$ cat src/rtl/lc3_ctrl_pkg.sv
// rtl/lc3_ctrl_pkg.sv - LC-3 control opcodes, memory-state enum and opcode class helpers
package lc3_ctrl_pkg;

    localparam logic [3:0] OP_BR  = 4'b0000;
    localparam logic [3:0] OP_ADD = 4'b0001;
    localparam logic [3:0] OP_LD  = 4'b0010;
    localparam logic [3:0] OP_ST  = 4'b0011;
    localparam logic [3:0] OP_AND = 4'b0101;
    localparam logic [3:0] OP_LDR = 4'b0110;
    localparam logic [3:0] OP_STR = 4'b0111;
    localparam logic [3:0] OP_NOT = 4'b1001;
    localparam logic [3:0] OP_LDI = 4'b1010;
    localparam logic [3:0] OP_STI = 4'b1011;
    localparam logic [3:0] OP_JMP = 4'b1100;
    localparam logic [3:0] OP_LEA = 4'b1110;

    typedef enum logic [1:0] {
        MEM_READ     = 2'd0,
        MEM_INDIRECT = 2'd1,
        MEM_WRITE    = 2'd2,
        MEM_IDLE     = 2'd3
    } mem_state_t;

    // Instructions whose result comes out of the ALU in execute
    function automatic logic is_alu_op(input logic [3:0] op);
        return op inside {OP_ADD, OP_AND, OP_NOT, OP_LEA};
    endfunction

    // Instructions that touch data memory
    function automatic logic is_mem_op(input logic [3:0] op);
        return op inside {OP_LD, OP_LDR, OP_LDI, OP_ST, OP_STR, OP_STI};
    endfunction

    // Instructions whose result comes back from data memory
    function automatic logic is_load_op(input logic [3:0] op);
        return op inside {OP_LD, OP_LDR, OP_LDI};
    endfunction

endpackage

$ cat src/rtl/lc3_pipe_controller_if.sv
// rtl/lc3_pipe_controller_if.sv - control bus between datapath and controller; LC3_CTRL_PERF_EN adds stall counters
interface lc3_pipe_controller_if;

    logic        complete_data;
    logic        complete_instr;
    logic [15:0] IR;
    logic [15:0] IR_Exec;
    logic [15:0] Imem_dout;
    logic [2:0]  NZP;
    logic [2:0]  psr;

    logic        enable_updatePC;
    logic        enable_fetch;
    logic        enable_decode;
    logic        enable_execute;
    logic        enable_writeback;
    logic        br_taken;
    logic        bypass_alu_1;
    logic        bypass_alu_2;
    logic        bypass_mem_1;
    logic        bypass_mem_2;
    logic [1:0]  mem_state;
`ifdef LC3_CTRL_PERF_EN
    logic [15:0] stall_mem_cnt;
    logic [15:0] stall_br_cnt;
`endif

    modport master (
`ifdef LC3_CTRL_PERF_EN
        input  stall_mem_cnt, stall_br_cnt,
`endif
        output complete_data, complete_instr, IR, IR_Exec, Imem_dout, NZP, psr,
        input  enable_updatePC, enable_fetch, enable_decode, enable_execute,
               enable_writeback, br_taken, bypass_alu_1, bypass_alu_2,
               bypass_mem_1, bypass_mem_2, mem_state
    );

    modport slave (
`ifdef LC3_CTRL_PERF_EN
        output stall_mem_cnt, stall_br_cnt,
`endif
        input  complete_data, complete_instr, IR, IR_Exec, Imem_dout, NZP, psr,
        output enable_updatePC, enable_fetch, enable_decode, enable_execute,
               enable_writeback, br_taken, bypass_alu_1, bypass_alu_2,
               bypass_mem_1, bypass_mem_2, mem_state
    );

endinterface

$ cat src/rtl/lc3_mem_fsm.sv
// rtl/lc3_mem_fsm.sv - data-memory access sequencer with completion flag
module lc3_mem_fsm
    import lc3_ctrl_pkg::*;
(
    input  logic       clock,
    input  logic       reset,
    input  logic [3:0] exec_op,
    input  logic       complete_data,
    input  logic       enable_execute,
    output mem_state_t mem_state,
    output logic       mem_done
);

    // Walk IDLE -> (INDIRECT ->) READ/WRITE -> IDLE; mem_done marks the access as served
    always_ff @(posedge clock) begin
        if (!reset) begin
            mem_state <= MEM_IDLE;
            mem_done  <= 1'b0;
        end else begin
            // Execute advancing means the served instruction has left, so re-arm
            if (enable_execute) begin
                mem_done <= 1'b0;
            end
            case (mem_state)
                MEM_IDLE: begin
                    if (is_mem_op(exec_op) && !mem_done) begin
                        if (exec_op == OP_LDI || exec_op == OP_STI) begin
                            mem_state <= MEM_INDIRECT;
                        end else if (is_load_op(exec_op)) begin
                            mem_state <= MEM_READ;
                        end else begin
                            mem_state <= MEM_WRITE;
                        end
                    end
                end
                MEM_INDIRECT: begin
                    if (complete_data) begin
                        mem_state <= (exec_op == OP_STI) ? MEM_WRITE : MEM_READ;
                    end
                end
                default: begin
                    if (complete_data) begin
                        mem_state <= MEM_IDLE;
                        mem_done  <= 1'b1;
                    end
                end
            endcase
        end
    end

endmodule

$ cat src/rtl/lc3_pipe_controller.sv
// rtl/lc3_pipe_controller.sv - LC-3 pipeline enables, flush, bypass; LC3_CTRL_PERF_EN adds stall counters
module lc3_pipe_controller
    import lc3_ctrl_pkg::*;
#(
    parameter int BR_FLUSH_CYCLES = 3
) (
    input  logic clock,
    input  logic reset,
    lc3_pipe_controller_if.slave bus
);

    localparam logic [2:0] BR_LOAD = 3'(BR_FLUSH_CYCLES);

    logic [3:0] dec_op;
    logic [3:0] exec_op;
    logic [2:0] dst;
    mem_state_t mem_state;
    logic       mem_done;
    logic       mem_stall;
    logic [2:0] br_cnt;
    logic       en_updatepc;
    logic       en_fetch;
    logic       en_decode;
    logic       en_execute;
    logic       en_writeback;
    logic       src1_match;
    logic       src2_match;
    logic       unused_bits;

    assign dec_op  = bus.IR[15:12];
    assign exec_op = bus.IR_Exec[15:12];
    assign dst     = bus.IR_Exec[11:9];

    // Imem_dout and NZP ride the bus for the datapath; control decodes neither
    assign unused_bits = ^{bus.Imem_dout, bus.NZP, bus.IR, bus.IR_Exec};

    lc3_mem_fsm u_mem_fsm (
        .clock          (clock),
        .reset          (reset),
        .exec_op        (exec_op),
        .complete_data  (bus.complete_data),
        .enable_execute (en_execute),
        .mem_state      (mem_state),
        .mem_done       (mem_done)
    );

    assign mem_stall = (is_mem_op(exec_op) && !mem_done) || (mem_state != MEM_IDLE);

    // Flush counter: armed by BR/JMP in decode, frozen while memory stalls the pipe
    always_ff @(posedge clock) begin
        if (!reset) begin
            br_cnt <= 3'd0;
        end else if (!mem_stall) begin
            if (br_cnt != 3'd0) begin
                br_cnt <= br_cnt - 3'd1;
            end else if (dec_op == OP_BR || dec_op == OP_JMP) begin
                br_cnt <= BR_LOAD;
            end
        end
    end

    // Stage enables: memory stall freezes everything, flush freezes the front end
    always_comb begin
        en_updatepc  = 1'b0;
        en_fetch     = 1'b0;
        en_decode    = 1'b0;
        en_execute   = 1'b0;
        en_writeback = 1'b0;
        if (reset && !mem_stall) begin
            en_execute   = 1'b1;
            en_writeback = 1'b1;
            if (br_cnt != 3'd0) begin
                // Last flush cycle loads the resolved target into the PC
                en_updatepc = (br_cnt == 3'd1);
            end else begin
                en_updatepc = bus.complete_instr;
                en_fetch    = bus.complete_instr;
                en_decode   = 1'b1;
            end
        end
    end

    // Operand forwarding from the instruction in execute to the one in decode
    always_comb begin
        src1_match = (dec_op inside {OP_ADD, OP_AND, OP_NOT, OP_LDR, OP_STR, OP_JMP})
                     && (bus.IR[8:6] == dst);
        src2_match = (dec_op inside {OP_ADD, OP_AND}) && !bus.IR[5]
                     && (bus.IR[2:0] == dst);
    end

    assign bus.enable_updatePC  = en_updatepc;
    assign bus.enable_fetch     = en_fetch;
    assign bus.enable_decode    = en_decode;
    assign bus.enable_execute   = en_execute;
    assign bus.enable_writeback = en_writeback;
    assign bus.mem_state        = mem_state;

    assign bus.br_taken = reset && ((exec_op == OP_JMP)
                          || (exec_op == OP_BR && ((bus.IR_Exec[11:9] & bus.psr) != 3'b000)));

    assign bus.bypass_alu_1 = reset && is_alu_op(exec_op) && src1_match;
    assign bus.bypass_alu_2 = reset && is_alu_op(exec_op) && src2_match;
    assign bus.bypass_mem_1 = reset && is_load_op(exec_op) && src1_match;
    assign bus.bypass_mem_2 = reset && is_load_op(exec_op) && src2_match;

`ifdef LC3_CTRL_PERF_EN
    logic [15:0] stall_mem_q;
    logic [15:0] stall_br_q;

    // Saturating counts of memory-stall cycles and flush cycles
    always_ff @(posedge clock) begin
        if (!reset) begin
            stall_mem_q <= 16'd0;
            stall_br_q  <= 16'd0;
        end else begin
            if (mem_stall && stall_mem_q != 16'hFFFF) begin
                stall_mem_q <= stall_mem_q + 16'd1;
            end
            if (br_cnt != 3'd0 && stall_br_q != 16'hFFFF) begin
                stall_br_q <= stall_br_q + 16'd1;
            end
        end
    end

    assign bus.stall_mem_cnt = stall_mem_q;
    assign bus.stall_br_cnt  = stall_br_q;
`endif

endmodule

$ cat src/flat_wrapper.sv
// flat-port wrapper written by rule: the top's interface ports become plain ports
module lc3_pipe_controller_flat import lc3_ctrl_pkg::*;
#(
    parameter int BR_FLUSH_CYCLES = 3
)
  (clock, reset, bus_complete_data, bus_complete_instr, bus_IR, bus_IR_Exec, bus_Imem_dout, bus_NZP, bus_psr, bus_enable_updatePC, bus_enable_fetch, bus_enable_decode, bus_enable_execute, bus_enable_writeback, bus_br_taken, bus_bypass_alu_1, bus_bypass_alu_2, bus_bypass_mem_1, bus_bypass_mem_2, bus_mem_state);
  lc3_pipe_controller_if bus_i ();
  input  logic clock;
  input  logic reset;
  input wire logic [$bits(bus_i.complete_data)-1:0] bus_complete_data;
  input wire logic [$bits(bus_i.complete_instr)-1:0] bus_complete_instr;
  input wire logic [$bits(bus_i.IR)-1:0] bus_IR;
  input wire logic [$bits(bus_i.IR_Exec)-1:0] bus_IR_Exec;
  input wire logic [$bits(bus_i.Imem_dout)-1:0] bus_Imem_dout;
  input wire logic [$bits(bus_i.NZP)-1:0] bus_NZP;
  input wire logic [$bits(bus_i.psr)-1:0] bus_psr;
  output wire logic [$bits(bus_i.enable_updatePC)-1:0] bus_enable_updatePC;
  output wire logic [$bits(bus_i.enable_fetch)-1:0] bus_enable_fetch;
  output wire logic [$bits(bus_i.enable_decode)-1:0] bus_enable_decode;
  output wire logic [$bits(bus_i.enable_execute)-1:0] bus_enable_execute;
  output wire logic [$bits(bus_i.enable_writeback)-1:0] bus_enable_writeback;
  output wire logic [$bits(bus_i.br_taken)-1:0] bus_br_taken;
  output wire logic [$bits(bus_i.bypass_alu_1)-1:0] bus_bypass_alu_1;
  output wire logic [$bits(bus_i.bypass_alu_2)-1:0] bus_bypass_alu_2;
  output wire logic [$bits(bus_i.bypass_mem_1)-1:0] bus_bypass_mem_1;
  output wire logic [$bits(bus_i.bypass_mem_2)-1:0] bus_bypass_mem_2;
  output wire logic [$bits(bus_i.mem_state)-1:0] bus_mem_state;
  assign bus_i.complete_data = bus_complete_data;
  assign bus_i.complete_instr = bus_complete_instr;
  assign bus_i.IR = bus_IR;
  assign bus_i.IR_Exec = bus_IR_Exec;
  assign bus_i.Imem_dout = bus_Imem_dout;
  assign bus_i.NZP = bus_NZP;
  assign bus_i.psr = bus_psr;
  assign bus_enable_updatePC = bus_i.enable_updatePC;
  assign bus_enable_fetch = bus_i.enable_fetch;
  assign bus_enable_decode = bus_i.enable_decode;
  assign bus_enable_execute = bus_i.enable_execute;
  assign bus_enable_writeback = bus_i.enable_writeback;
  assign bus_br_taken = bus_i.br_taken;
  assign bus_bypass_alu_1 = bus_i.bypass_alu_1;
  assign bus_bypass_alu_2 = bus_i.bypass_alu_2;
  assign bus_bypass_mem_1 = bus_i.bypass_mem_1;
  assign bus_bypass_mem_2 = bus_i.bypass_mem_2;
  assign bus_mem_state = bus_i.mem_state;
  lc3_pipe_controller #(.BR_FLUSH_CYCLES(BR_FLUSH_CYCLES)) u_core (.clock(clock), .reset(reset), .bus(bus_i));
endmodule
$ cat config.mk
export PLATFORM = sky130hd
export DESIGN_NAME = lc3_pipe_controller_flat
export DESIGN_NICKNAME = d
export VERILOG_FILES = /design/src/rtl/lc3_ctrl_pkg.sv /design/src/rtl/lc3_pipe_controller_if.sv /design/src/rtl/lc3_mem_fsm.sv /design/src/rtl/lc3_pipe_controller.sv /design/src/flat_wrapper.sv
export SDC_FILE = /design/constraint.sdc
export NUM_CORES = 1
export LEC_CHECK = 0
export ABC_AREA = 1
export CORE_MARGIN = 2
export CORE_UTILIZATION = 25
export DETAILED_ROUTE_END_ITERATION = 8
export PLACE_DENSITY = 0.75
export SYNTH_ARGS = -nofsm -noshare
export SYNTH_HDL_FRONTEND = slang
export SYNTH_SLANG_ARGS = --single-unit
$ cat constraint.sdc
create_clock -name clock -period 1.2 [get_ports clock]
set_input_delay 0.24 -clock clock [delete_from_list [all_inputs] [get_ports clock]]
set_output_delay 0.24 -clock clock [all_outputs]
set_load 0.01 [all_outputs]
Word level (Yosys, flattened, before mapping)

Index checks and enable logic that the tools add are counted.

Register bits after elaboration: 6
Logic and storage cells: 84
Output and inout port bits: 12

Reduce and logical (&&, ||, !) cells: 34
Equality and inequality tests: 25
Multiplexer cells: 19
Bitwise operators: 2
Add/sub/neg operators: 1

Operators with widths:

| kind                  | number |
|---|---|
| $eq A4 B4 Y1 const B  | 7 |
| $eq A4 B3 Y1 const B  | 6 |
| $logic_and A1 B1 Y1   | 13 |
| $mux W2               | 6 |
| $reduce_bool A6 Y1    | 2 |
| $mux W1               | 10 |
| $reduce_bool A3 Y1    | 3 |
| $eq A4 B1 Y1 const B  | 2 |
| $eq A4 B2 Y1 const B  | 2 |
| $logic_not A4 Y1      | 2 |
| $eq A3 B3 Y1          | 2 |
| $mux W3               | 2 |
| $reduce_bool A2 Y1    | 3 |
| $logic_or A1 B1 Y1    | 4 |
| $ne A2 B2 Y1 const B  | 2 |
| $pmux W2 S2           | 1 |
| $reduce_bool A4 Y1    | 1 |
| $and A3 B3 Y3         | 1 |
| $eq A3 B1 Y1 const B  | 1 |
| $logic_not A1 Y1      | 3 |
| $reduce_and A3 Y1     | 1 |
| $sub A3 B1 Y3 const B | 1 |
| $eq A2 B1 Y1 const B  | 1 |
| $eq A2 B2 Y1 const B  | 1 |
| 4 further kinds       | 4 |

Logic depth before layout (Yosys ltp)

Depth after elaboration: 10
Depth in mapped cells: 8
Mapped depth without buffers: 8

Hierarchy

From an unflattened synthesis, not the netlist that was laid out.

Cells, all modules: 124
Area, all modules: 681.9 um2

Modules (own cells, without submodules):

| module              | cells an instance | area each (um2) | times used | seq. area each (um2) |
|---|---|---|---|---|
| lc3_pipe_controller | 89                | 483.0           | 1          | 60.1 |
| lc3_mem_fsm         | 35                | 198.9           | 1          | 60.1 |

Worst setup path before layout

OpenSTA, ideal clock, no wires.

Path type: reg2out
From: register u_core.br_cnt[0]
To: output bus_enable_updatePC
Arrival: 1.074 ns
Slack: -0.114 ns
Cell stages (with the launch flop): 7
Path buffers: 0
Cells stage by stage: dfxtp_1 inv_1 ha_1 inv_1 nor2_1 nand2_1 a21oi_1

Cells in the longest elaborated chain, start to end: 3
Elaborated cells between the ends (all ways): 4
Classes of those cells: eq/ne: 1; mux: 2; reduce/logical: 1

RTL lines:

| what                                               | line                                                 | RTL |
|---|---|---|
| start: declaration                                 | lc3_pipe_controller.sv:20                            | `logic [2:0] br_cnt;` |
| start signal: assignment                           | lc3_pipe_controller.sv:55                            | `br_cnt <= br_cnt - 3'd1;` |
| $eq A3 B1 Y1 or $reduce_bool A3 Y1 (tied branches) | lc3_pipe_controller.sv:74, lc3_pipe_controller.sv:72 |  |
| $mux W1 (*)                                        | lc3_pipe_controller.sv:72                            | `if (br_cnt != 3'd0) begin` |
| $mux W1 (*)                                        | lc3_pipe_controller.sv:69                            | `if (reset && !mem_stall) begin` |
| end: declaration                                   | flat_wrapper.sv:17                                   | `output wire logic [$bits(bus_i.enable_updatePC)-1:0] bus_enable_updatePC;` |

Mark *: on every way between the ends. The rest lies on a longest branch, timed or not.

Final worst setup path

From: register u_core.br_cnt[1]
To: output bus_enable_updatePC

The elaborated chain is that of the path after synthesis.

==> metrics.txt <==
# TYPE chip_impl_metric gauge
chip_impl_info{name="outcome",value="complete, but fails checks"} 1
chip_impl_info{name="violations_in_the_final_reports",value="setup timing"} 1
chip_impl_metric{name="maxSlewViolCount",unit=""} 0
chip_impl_metric{name="cts_sinks",unit=""} 6
chip_impl_metric{name="vias",unit=""} 946
chip_impl_metric{name="area.sequential",unit="um^2"} 126.4
chip_impl_metric{name="drt_pass1_iterations",unit=""} 4
chip_impl_metric{name="holdBufCountCts",unit=""} 0
chip_impl_metric{name="grt_first_pass_wirelength",unit="mm"} 3.670
chip_impl_metric{name="power.ir.vdd_worst",unit="mV"} 0.9252
chip_impl_metric{name="fin_crit_sh",unit="%"} 122.8
chip_impl_metric{name="critical_path_required",unit="ps"} 960
chip_impl_metric{name="ant_nets",unit=""} 0
chip_impl_info{name="critical_path.endpoint_type",value="output port"} 1
chip_impl_metric{name="die-height",unit="um"} 55.41
chip_impl_metric{name="vias_in_the_first_global_route",unit=""} 952
chip_impl_metric{name="first_iter_violations",unit=""} 4
chip_impl_metric{name="synth_cell_type_count",unit=""} 26
chip_impl_metric{name="final.fill_count",unit=""} 234
chip_impl_metric{name="clock_tree.buffer_depth",unit=""} 2
chip_impl_info{name="worstSetupEndpoint",value="bus_enable_updatePC"} 1
chip_impl_metric{name="path_clk_slew",unit="ps"} 50
chip_impl_metric{name="antenna_found_initial",unit=""} 0
chip_impl_info{name="r2r-start",value="u_core.br_cnt[1]$_SDFFE_PN0P_"} 1
chip_impl_metric{name="global_route.overflow_total",unit=""} 0
chip_impl_metric{name="ios",unit=""} 70
chip_impl_metric{name="place_hpwl",unit="mm"} 1.698
chip_impl_info{name="startpoint",value="u_core.br_cnt[1]$_SDFFE_PN0P_"} 1
chip_impl_metric{name="achievable-frequency",unit="GHz"} 0.6784
chip_impl_metric{name="total_leakage_power",unit="nW"} 0.7115
chip_impl_metric{name="crit_arrival",unit="ps"} 1230
chip_impl_info{name="cp-start-kind",value="flip-flop"} 1
chip_impl_metric{name="finish.net_count",unit=""} 243
chip_impl_info{name="worstHoldPathType",value="primary input to flip-flop"} 1
chip_impl_info{name="cts_root_buf",value="sky130_fd_sc_hd__clkbuf_4"} 1
chip_impl_metric{name="period_needed",unit="ps"} 1474
chip_impl_info{name="rsz0062_at_grt",value="yes"} 1
chip_impl_metric{name="portBuffers",unit=""} 36
chip_impl_metric{name="crit_path_max_fanout",unit=""} 3
chip_impl_metric{name="grt_start_max_net_pins",unit=""} 6
chip_impl_metric{name="row_count",unit=""} 18
chip_impl_metric{name="die_w",unit="um"} 55.41
chip_impl_metric{name="ys.warnings.count",unit=""} 0
chip_impl_metric{name="minimum_setup_slack_among_reg_to_reg_paths",unit="ps"} -40
chip_impl_info{name="end_of_the_worst_register_to_register_path",value="u_core.br_cnt[2]$_SDFFE_PN0P_"} 1
chip_impl_metric{name="postSynthCellCount",unit=""} 113
chip_impl_metric{name="max-cap-violations",unit=""} 0
chip_impl_metric{name="finalPower",unit="W"} 0.002134
chip_impl_metric{name="stdcell_count",unit=""} 210
chip_impl_metric{name="skew",unit="ps"} 3.034
chip_impl_metric{name="finalWeightedCongestion",unit=""} 0.7872
chip_impl_metric{name="cts_h_tree_lvls",unit=""} 1
chip_impl_info{name="tritoncts",value="done"} 1
chip_impl_metric{name="diodes",unit=""} 0
chip_impl_metric{name="floorplan.initialDensity",unit="%"} 26.43
chip_impl_metric{name="wirelength",unit="mm"} 2.181
chip_impl_metric{name="multi_input_comb_area",unit="um^2"} 584.3
chip_impl_metric{name="synth-seq-cells",unit=""} 6
chip_impl_metric{name="via_per_inst",unit=""} 4.505
chip_impl_info{name="netlist.top_cell.by_area",value="sky130_fd_sc_hd__dfxtp_1"} 1
chip_impl_metric{name="post_synth.cell_area_avg",unit="um^2"} 5.846
chip_impl_metric{name="post-place-cells",unit=""} 201
chip_impl_metric{name="net_count_of_the_mapped_netlist",unit=""} 174
chip_impl_metric{name="design.core.area",unit="um^2"} 2500
chip_impl_metric{name="post-route-drc-count",unit=""} 0
chip_impl_metric{name="cts_made_buffers",unit=""} 3
chip_impl_metric{name="globalRouteTotalUtil",unit="%"} 14.45
chip_impl_metric{name="max_slew_margin",unit="%"} 85.39
chip_impl_metric{name="power_per_cell_area",unit="nW/um^2"} 1527
chip_impl_metric{name="fraction_of_synthesized_cell_area_taken_by_the_top_area_cell_type",unit="%"} 18.18
chip_impl_metric{name="worstSkewPairLatency",unit="ps"} 240
chip_impl_info{name="criticalPathCategory",value="flip-flop to output port"} 1
chip_impl_metric{name="ff2ff_path_depth",unit=""} 9
chip_impl_metric{name="setup_violations",unit=""} 9
chip_impl_metric{name="synth.cell_area",unit="um^2"} 660.6
chip_impl_metric{name="layout-drive-gt1-share",unit="%"} 56.11
chip_impl_metric{name="routed_wire_length_per_instance",unit="um"} 10.39
chip_impl_metric{name="seq_area_frac_synth",unit="%"} 18.18
chip_impl_metric{name="timing_hold_violations_final",unit=""} 0
chip_impl_metric{name="synth_to_layout_area_growth",unit="%"} 111.6
chip_impl_info{name="netlist_top_cells_area",value="sky130_fd_sc_hd__dfxtp_1 (18%), sky130_fd_sc_hd__nand2_1 (15%), sky130_fd_sc_hd__inv_1 (10%)"} 1
chip_impl_metric{name="worst_slew_pin_slew",unit="ps"} 218.2
chip_impl_metric{name="post-route-worst-setup-slack",unit="ps"} -274.1
chip_impl_metric{name="floorplan.die_area",unit="um^2"} 3070
## through the flow
stage | area, um^2 | util (%) | hold slack [ps] | setup slack, ps | setup TNS, ps
3_5_place_dp | 1246 | 49.85 | 506.4 | -899.8 | -9812
2_1_floorplan | 683.2 | - | 324.0 | 3.096 | 0
4_1_cts | 1356 | 54.25 | 473.1 | -275.6 | -1244
3_3_place_gp | 1246 | 49.85 | 488.6 | -845.0 | -9411
6_report | 1398 | 55.91 | 381.6 | -274.1 | -1061
5_1_grt | 1398 | 55.91 | 396.8 | -362.2 | -1966
## area by class of cell
| type | count | share of cell area, % |
|---|---|---|
| clock buffer | 3 | 1.611 |
| inverter | 21 | 6.177 |
| multi-input combinational | 85 | 41.81 |
| sequential | 6 | 9.042 |
| tap | 30 | 2.686 |
| timing repair buffer | 65 | 38.68 |
## flip-flops by register name, indices dropped and copies added, names as in the netlist
name                        count
u_core.br_cnt                   3
u_core.u_mem_fsm.mem_done       1
u_core.u_mem_fsm.mem_state      2
## routing by layer
layer	wire [um]	GRT usage, %	vias to the layer above
li1	-	-	497
met1	766	13.78	425
met2	1317	30.27	22
met3	78	2.108	2
met4	18	4.878	0
met5	0	0	-
## critical path, stage by stage, from the launching register on
cell                      delay, ps
sky130_fd_sc_hd__dfxtp_2        320
sky130_fd_sc_hd__inv_2           80
sky130_fd_sc_hd__ha_4           140
sky130_fd_sc_hd__inv_4           40
sky130_fd_sc_hd__nor2_4         100
sky130_fd_sc_hd__nand2_2         70
sky130_fd_sc_hd__a21oi_2        110
sky130_fd_sc_hd__buf_2          130
## cells by family after synthesis
logic type | share of synthesized area [%]
compound gates | 12.69
fa+ha+maj | 5.682
simple gates | 46.02
flops | 18.18
buf+inv | 13.45
xor+xnor | 3.978
## cells in the mapped netlist
| cell | instances |
|---|---|
| sky130_fd_sc_hd__nand2_1 | 26 |
| sky130_fd_sc_hd__nand4_1 | 3 |
| sky130_fd_sc_hd__o21ai_0 | 3 |
| sky130_fd_sc_hd__nand3_2 | 2 |
| sky130_fd_sc_hd__inv_1 | 18 |
| sky130_fd_sc_hd__nand2_4 | 1 |
| sky130_fd_sc_hd__buf_4 | 1 |
| sky130_fd_sc_hd__xnor2_1 | 2 |
| sky130_fd_sc_hd__a21oi_1 | 6 |
| sky130_fd_sc_hd__nand3_1 | 10 |
| sky130_fd_sc_hd__o21ai_2 | 1 |
| sky130_fd_sc_hd__dfxtp_1 | 6 |
| sky130_fd_sc_hd__o211ai_1 | 1 |
| sky130_fd_sc_hd__or2_2 | 2 |
| sky130_fd_sc_hd__a211oi_1 | 1 |
| sky130_fd_sc_hd__or2_0 | 1 |
| sky130_fd_sc_hd__nand2_2 | 3 |
| sky130_fd_sc_hd__a21oi_2 | 1 |
| sky130_fd_sc_hd__o22ai_1 | 1 |
| sky130_fd_sc_hd__xor2_1 | 1 |
| sky130_fd_sc_hd__nand3b_1 | 1 |
| sky130_fd_sc_hd__inv_4 | 1 |
| sky130_fd_sc_hd__nor2_1 | 15 |
| sky130_fd_sc_hd__ha_1 | 3 |
| sky130_fd_sc_hd__inv_2 | 2 |
| sky130_fd_sc_hd__nor3_1 | 1 |
## layout by cell type (no fill, tap or decap), types with 2 or more instances in the layout
cell type / Yosys / layout
sky130_fd_sc_hd__clkdlybuf4s15_1: 0 / 7
sky130_fd_sc_hd__or2_4: 0 / 2
sky130_fd_sc_hd__clkdlybuf4s50_1: 0 / 2
sky130_fd_sc_hd__buf_2: 0 / 13
sky130_fd_sc_hd__inv_2: 2 / 6
sky130_fd_sc_hd__nand2_4: 1 / 3
sky130_fd_sc_hd__nand3_2: 2 / 2
sky130_fd_sc_hd__ha_4: 0 / 3
sky130_fd_sc_hd__dfxtp_2: 0 / 5
sky130_fd_sc_hd__a21oi_2: 1 / 5
sky130_fd_sc_hd__buf_6: 0 / 15
sky130_fd_sc_hd__nor2_4: 0 / 3
sky130_fd_sc_hd__inv_1: 18 / 12
sky130_fd_sc_hd__nand2_2: 3 / 5
sky130_fd_sc_hd__nand2_1: 26 / 22
sky130_fd_sc_hd__a21oi_1: 6 / 2
sky130_fd_sc_hd__nand3_1: 10 / 9
sky130_fd_sc_hd__nand4_1: 3 / 3
sky130_fd_sc_hd__nor2_1: 15 / 11
sky130_fd_sc_hd__inv_4: 1 / 3
sky130_fd_sc_hd__clkbuf_4: 0 / 3
sky130_fd_sc_hd__o21ai_0: 3 / 2
sky130_fd_sc_hd__buf_4: 1 / 25
## worst min path at each step
stage                                  startpoint                                    endpoint  slack [ps]  depth (start not counted)
detailed placement  u_core.br_cnt[1]$_SDFFE_PN0P_               u_core.br_cnt[1]$_SDFFE_PN0P_         510                          2
global route                                reset               u_core.br_cnt[0]$_SDFFE_PN0P_         400                          4
global placement    u_core.br_cnt[1]$_SDFFE_PN0P_               u_core.br_cnt[1]$_SDFFE_PN0P_         490                          2
finish                                      reset               u_core.br_cnt[0]$_SDFFE_PN0P_         380                          4
floorplan                                   reset  u_core.u_mem_fsm.mem_state[1]$_SDFFE_PN1P_         320                          1
CTS                                         reset               u_core.br_cnt[0]$_SDFFE_PN0P_         470                          4
## power breakdown
| part | switching, W | internal (W) | leakage [nW] |
|---|---|---|---|
| clock network | 0.0000799 | 0.000114 | 0.0138 |
| logic | 0.000796 | 0.000815 | 0.648 |
| registers | 0.0000428 | 0.000287 | 0.0500 |
| total | 0.000918 | 0.00122 | 0.712 |
## what timing repair did
action,4_1_cts,5_1_grt
resized for setup,150,22
setup buffers,7,0
pin swaps,39,21
endpoints found under the setup margin,17,13
(Power assumes the default switching activity.)
